$ cat src/rtl/stopwatch_pkg.sv
// Shared types and constants for the BCD stopwatch: FSM states, digit width and per-digit maxima.
package stopwatch_pkg;

    localparam int BCD_W = 4;

    typedef enum logic [1:0] {
        IDLE  = 2'd0,
        RUN   = 2'd1,
        PAUSE = 2'd2
    } state_t;

    // Digit order is dig0 (centiseconds units) .. dig5 (minutes tens).
    localparam logic [BCD_W-1:0] DIG_MAX [0:5] = '{4'd9, 4'd9, 4'd9, 4'd5, 4'd9, 4'd5};

endpackage

$ cat src/rtl/bcd_digit.sv
// One BCD counter digit with wrap at MAX and a combinational carry-out for rippling.
// Latency: q updates on the edge where inc is high; carry is combinational.
// Backpressure: none; inc is a single-cycle strobe.
import stopwatch_pkg::*;

module bcd_digit #(
    parameter logic [BCD_W-1:0] MAX = 4'd9
) (
    input  logic             clk,
    input  logic             rst,
    input  logic             inc,
    input  logic             clr,
    output logic [BCD_W-1:0] q,
    output logic             carry
);

    logic [BCD_W-1:0] cnt;

    // Any value at or above MAX (including upset values) returns to 0.
    always_ff @(posedge clk or posedge rst) begin
        if (rst) begin
            cnt <= '0;
        end else if (clr) begin
            cnt <= '0;
        end else if (inc) begin
            cnt <= (cnt >= MAX) ? '0 : cnt + 4'd1;
        end
    end

    assign q     = cnt;
    assign carry = inc && (cnt == MAX);

endmodule

$ cat src/rtl/bcd_stopwatch.sv
// MM:SS.cc BCD stopwatch with start/stop, clear and optional lap hold (macro LAP_HOLD_EN).
// Latency: button acts 3 edges after raw rise; digits update on the tick edge.
// Backpressure: none; button edges are one-cycle strobes, outputs always valid.
import stopwatch_pkg::*;

module bcd_stopwatch #(
    parameter int CLK_HZ  = 50_000_000,
    parameter int TICK_HZ = 100
) (
    input  logic             clk,
    input  logic             rst,
    input  logic             start_stop,
    input  logic             clear,
    input  logic             lap,
    output logic [BCD_W-1:0] dig0,
    output logic [BCD_W-1:0] dig1,
    output logic [BCD_W-1:0] dig2,
    output logic [BCD_W-1:0] dig3,
    output logic [BCD_W-1:0] dig4,
    output logic [BCD_W-1:0] dig5,
    output logic             running,
    output logic             wrap
);

    localparam int DIV = CLK_HZ / TICK_HZ;
    localparam int PW  = $clog2(DIV);
    localparam logic [PW-1:0] PRE_MAX = PW'(DIV - 1);

    logic [2:0]       ss_sync, clr_sync;
    logic             ss_edge, clr_edge;
    state_t           state, state_nxt;
    logic             do_clr;
    logic [PW-1:0]    pre;
    logic             tick;
    logic [BCD_W-1:0] q    [6];
    logic [BCD_W-1:0] disp [6];
    logic [5:0]       cy;

    // Two sync stages plus one history stage for rising-edge detect.
    always_ff @(posedge clk or posedge rst) begin
        if (rst) begin
            ss_sync  <= '0;
            clr_sync <= '0;
        end else begin
            ss_sync  <= {ss_sync[1:0], start_stop};
            clr_sync <= {clr_sync[1:0], clear};
        end
    end

    assign ss_edge  = ss_sync[1]  & ~ss_sync[2];
    assign clr_edge = clr_sync[1] & ~clr_sync[2];

    always_ff @(posedge clk or posedge rst) begin
        if (rst) begin
            state   <= IDLE;
            running <= 1'b0;
        end else begin
            state   <= state_nxt;
            running <= (state_nxt == RUN);
        end
    end

    // Clear outranks start outside RUN; inside RUN clear is ignored.
    always_comb begin
        state_nxt = state;
        do_clr    = 1'b0;
        case (state)
            IDLE, PAUSE: begin
                if (clr_edge) begin
                    state_nxt = IDLE;
                    do_clr    = 1'b1;
                end else if (ss_edge) begin
                    state_nxt = RUN;
                end
            end
            RUN: begin
                if (ss_edge) state_nxt = PAUSE;
            end
            default: state_nxt = IDLE;
        endcase
    end

    assign tick = (state == RUN) && (pre == PRE_MAX);

    always_ff @(posedge clk or posedge rst) begin
        if (rst) begin
            pre <= '0;
        end else if (do_clr) begin
            pre <= '0;
        end else if (state == RUN) begin
            pre <= tick ? '0 : pre + 1'b1;
        end
    end

    bcd_digit #(.MAX(DIG_MAX[0])) u_d0 (.clk(clk), .rst(rst), .inc(tick),  .clr(do_clr), .q(q[0]), .carry(cy[0]));
    bcd_digit #(.MAX(DIG_MAX[1])) u_d1 (.clk(clk), .rst(rst), .inc(cy[0]), .clr(do_clr), .q(q[1]), .carry(cy[1]));
    bcd_digit #(.MAX(DIG_MAX[2])) u_d2 (.clk(clk), .rst(rst), .inc(cy[1]), .clr(do_clr), .q(q[2]), .carry(cy[2]));
    bcd_digit #(.MAX(DIG_MAX[3])) u_d3 (.clk(clk), .rst(rst), .inc(cy[2]), .clr(do_clr), .q(q[3]), .carry(cy[3]));
    bcd_digit #(.MAX(DIG_MAX[4])) u_d4 (.clk(clk), .rst(rst), .inc(cy[3]), .clr(do_clr), .q(q[4]), .carry(cy[4]));
    bcd_digit #(.MAX(DIG_MAX[5])) u_d5 (.clk(clk), .rst(rst), .inc(cy[4]), .clr(do_clr), .q(q[5]), .carry(cy[5]));

    // Carry out of the top digit only happens on the full 59:59.99 roll-over.
    always_ff @(posedge clk or posedge rst) begin
        if (rst) begin
            wrap <= 1'b0;
        end else begin
            wrap <= cy[5];
        end
    end

`ifdef LAP_HOLD_EN
    logic [2:0]       lap_sync;
    logic             lap_edge;
    logic             hold;
    logic [BCD_W-1:0] snap [6];

    always_ff @(posedge clk or posedge rst) begin
        if (rst) begin
            lap_sync <= '0;
        end else begin
            lap_sync <= {lap_sync[1:0], lap};
        end
    end

    assign lap_edge = lap_sync[1] & ~lap_sync[2];

    always_ff @(posedge clk or posedge rst) begin
        if (rst) begin
            hold <= 1'b0;
            snap <= '{default: '0};
        end else if (state_nxt == IDLE) begin
            hold <= 1'b0;
        end else if ((state == RUN) && lap_edge) begin
            hold <= ~hold;
            if (!hold) snap <= q;
        end
    end

    always_comb begin
        for (int i = 0; i < 6; i++) disp[i] = hold ? snap[i] : q[i];
    end
`else
    logic unused_lap;
    assign unused_lap = lap;

    always_comb begin
        for (int i = 0; i < 6; i++) disp[i] = q[i];
    end
`endif

    assign dig0 = disp[0];
    assign dig1 = disp[1];
    assign dig2 = disp[2];
    assign dig3 = disp[3];
    assign dig4 = disp[4];
    assign dig5 = disp[5];

endmodule

$ cat config.mk
export PLATFORM = sky130hd
export DESIGN_NAME = bcd_stopwatch
export DESIGN_NICKNAME = d
export VERILOG_FILES = /design/src/rtl/stopwatch_pkg.sv /design/src/rtl/bcd_digit.sv /design/src/rtl/bcd_stopwatch.sv
export SDC_FILE = /design/constraint.sdc
export NUM_CORES = 1
export LEC_CHECK = 0
export CORE_UTILIZATION = 60
export DETAILED_ROUTE_END_ITERATION = 7
export PLACE_DENSITY = 0.89
export SKIP_LAST_GASP = 1
export SLEW_MARGIN = 30
export SYNTH_ARGS = -nofsm -noshare
export SYNTH_HDL_FRONTEND = slang
export SYNTH_SLANG_ARGS = --single-unit
$ cat constraint.sdc
create_clock -name clk -period 3.1 [get_ports clk]
set_input_delay 0.62 -clock clk [delete_from_list [all_inputs] [get_ports clk]]
set_output_delay 0.62 -clock clk [all_outputs]
set_load 0.02 [all_outputs]
==> results by group <==
Finish
  – Final-stage net count: 363
  – Ant. Diodes: 0
  – Fillers: 367
  – Share of layout cells above drive strength 1: 0.100
  – Final cell count without fillers: 407
  – Area growth, synth to finish: 14.9%
  – Fin area: 0.00351 mm2
  – Multi-input logic area: 0.00162 mm2
  – Register area: 0.00133 mm2

Timing
  – Min Clock Period, post-route: 2200 ps
  – Final Slew Violations: 0
  – Part of the cycle the worst path needs: 0.711
  – Clock Skew: 8.25 ps
  – FMAX: 0.454 GHz
  – Setup violators final: 0
  – Min Hold Slack: 368 ps
  – Post-route setup TNS: 0 ps
  – Final Hold Vio Count: 0
  – Max transition margin: 0.612
  – RSZ-0062 raised after global routing: no
  – Slew @ Worst Pin: 582 ps

Detailed routing
  – DRT Pass-1 Iters: 5
  – Average wire per standard cell: 15.0 um
  – Antenna viol nets, final: 0
  – Final WL: 6.09 mm
  – Starting DRT DRC Count: 128
  – Routed vias/inst: 5.97
  – # DRC: 0
  – Routed via count: 2429

Clock tree
  – Clock Pin Slew Worst Setup and Hold Paths: 100 ps
  – # hold bufs at CTS: 0
  – Clk sinks: 53
  – H-tree levels: 2
  – Worst skew pair latency: 330 ps
  – Number of setup buffers added after CTS: 0
  – Post-CTS sizing: 0
  – Total CTS buffers: 5
  – Clock Tree Buf Depth: 2
  – CTS root buf: clkbuf_8
  – CTS tree: yes

Die
  – # IOs: 31
  – Die W: 73.3 um
  – Core Box Area: 0.00482 mm2
  – Full die area: 0.00538 mm2
  – Row Count: 25
  – Initial Util: 0.634
  – Die height: 73.3 um

Logic synthesis
  – Area leader, netlist: dfrtp_1
  – Largest family of logic cells by synthesized area: simple AND/OR/NAND/NOR gates
  – Predominant post-synthesis flop cell: dfrtp_1
  – Top cells by count, synth: dfrtp_1 (53), nand2_1 (30), nor2_1 (25)
  – Adder-cell area share of the yosys netlist: 0.0779
  – Top-count cell post-synth: dfrtp_1
  – Yosys top cell area share: 0.435
  – Multiplexer share of the synthesized area: 0.0144
  – Mapped Avg Cell Area: 9.91 um2
  – Syn Nets: 332
  – Fraction of registers with async set/reset: 1.00
  – Register bit total from synthesis: 53
  – Simple-Gate Fraction of Synth Area: 0.289
  – Xor/xnor share of the synthesized area: 0.0402
  – Synth unique cells: 57
  – Mapped Cells: 308
  – Post-synth EDFFs: 0
  – Top post-synthesis cells by area: dfrtp_1 (43%), ha_1 (7.8%), nand2_1 (3.7%)
  – Complex-gate fraction of the synthesized area: 0.108
  – Register area share after synthesis: 0.435
  – Yosys warns: 0
  – Synthesized area: 0.00305 mm2

Placement
  – DP HPWL: 4.39 mm
  – GP Congestion: 0.812
  – Post-placement cell count: 399
  – IO Port Bufs: 29
  – Placement Cell Area: 0.00341 mm2

Setup path
  – Cell family with most CP delay: simple AND/OR/NAND/NOR gates
  – Reg2Reg Depth: 7
  – WP data required: 3360 ps
  – Crit path kind: flip-flop to flip-flop
  – CP Capture Type: flip-flop
  – CP cell instances: inv_1, ha_1, nand3b_4, nor4_4, nand3_2, or3_1, a21oi_1
  – Highest-delay cell along the critical path: nor4_4
  – Critical Path Stages: 7
  – Buf/Inv on CP: 1
  – Data arrival, critical path: 2460 ps
  – Critical path startpoint category: flip-flop
  – Worst-path fanout max: 6
  – CP peak stage delay: 480 ps

GRT
  – Largest net degree at the start of global routing: 26
  – Grt total ovfl: 0
  – Global-route wire length before repair: 10.5 mm
  – Number of global-route vias before repair: 2323
  – Initial antenna violation count: 0
  – Total GRT Usage: 0.259

Pwr
  – P per Cell Area: 416 mW/mm2
  – Maximum VDD drop: 472 uV
  – Leak: 1.53 nW

Run status
  – Status: complete, no violations

Hold path
  – Hold crit path type: flip-flop to flip-flop
  – Worst hold path stage count: 0

Flow run
  – Max cap viols: 0
-- worst paths after layout --
kind / end / slack, ps / start
worst min register to register: ss_sync[1] / 370 / ss_sync[0]
worst max-delay path: u_d3.q[3] / 900 / u_d0.q[1]
max in group asynchronous: pre[7] / 1930 / rst
worst max register to register: u_d3.q[3] / 900 / u_d0.q[1]
min in group asynchronous: clr_sync[1] / 540 / rst
worst min-delay path: ss_sync[1] / 370 / ss_sync[0]
-- cells by family (layout without fill, tap and decap cells) --
group	after synthesis	in the layout
flip-flops	53	53
AND/OR/NAND/NOR	143	143
AO/OA/AOI/OAI	49	49
adder cells (fa/ha/maj)	19	19
multiplexers	4	4
XOR/XNOR	14	14
buffers and inverters	26	58
-- power breakdown --
group	leakage (nW)	switching (mW)	internal, mW
Combinational	0.773	0.173	0.0897
Sequential	0.719	0.0465	0.734
Clock	0.0423	0.253	0.165
Total	1.53	0.472	0.988
-- flip-flops by register name (all words and copies together) (netlist names), 4 cells and up --
register and flops:
u_d5.q 4, u_d2.q 4, u_d3.q 4, pre 19
u_d0.q 4, u_d1.q 4, u_d4.q 4
-- worst reg2reg max path, delay by kind of cell, from the launching register on --
family	cells	cell delay (ps)
flip-flops	1	420
AND/OR/NAND/NOR	4	1220
buffers and inverters	1	110
AO/OA/AOI/OAI	1	150
adder cells (fa/ha/maj)	1	230
-- through the flow --
| step | utilization | total power, mW | setup WS [ps] |
|---|---|---|---|
| after floorplan | - | 0.976 | 1040 |
| after global placement | 0.708 | 1.04 | 994 |
| after detailed placement | 0.708 | 1.05 | 927 |
| after CTS | 0.728 | 1.46 | 848 |
| after global routing | 0.728 | 1.53 | 701 |
| final | 0.728 | 1.46 | 895 |
-- layout by cell type (no fill, tap or decap), drive strengths merged, types with 3 or more instances in the layout --
master and instances:
a211oi 4, a21oi 15, a31oi 6, and3 8
and3b 4, and4 4, buf 3, clkbuf 5
clkdlybuf4s50 29, dfrtp 53, ha 19, inv 19
mux2 3, nand2 30, nand2b 4, nand3 21
nand3b 5, nand4 9, nand4b 3, nor2 25
nor2b 4, nor3 3, nor3b 7, o21ai 9
o31ai 4, or3 3, or3b 3, xnor2 3
xor2 11
-- metal layers --
layer  up-vias  track usage  part of all wire
met3        11       0.0384             0.047
met5         -            0                 0
met4         0        0.109             0.021
met2        66        0.443              0.50
met1      1193        0.328              0.43
li1       1159            -                 -
-- cell type report --
cell class | count | share of cell area
inverters | 18 | 0.0193
well taps | 67 | 0.0239
clock inverters | 3 | 0.00749
repair buffers | 32 | 0.0892
clock buffers | 5 | 0.0196
flip-flops and latches | 53 | 0.378
multi-input cells | 229 | 0.462
No activity file was read; power rests on OpenSTA's default activity.
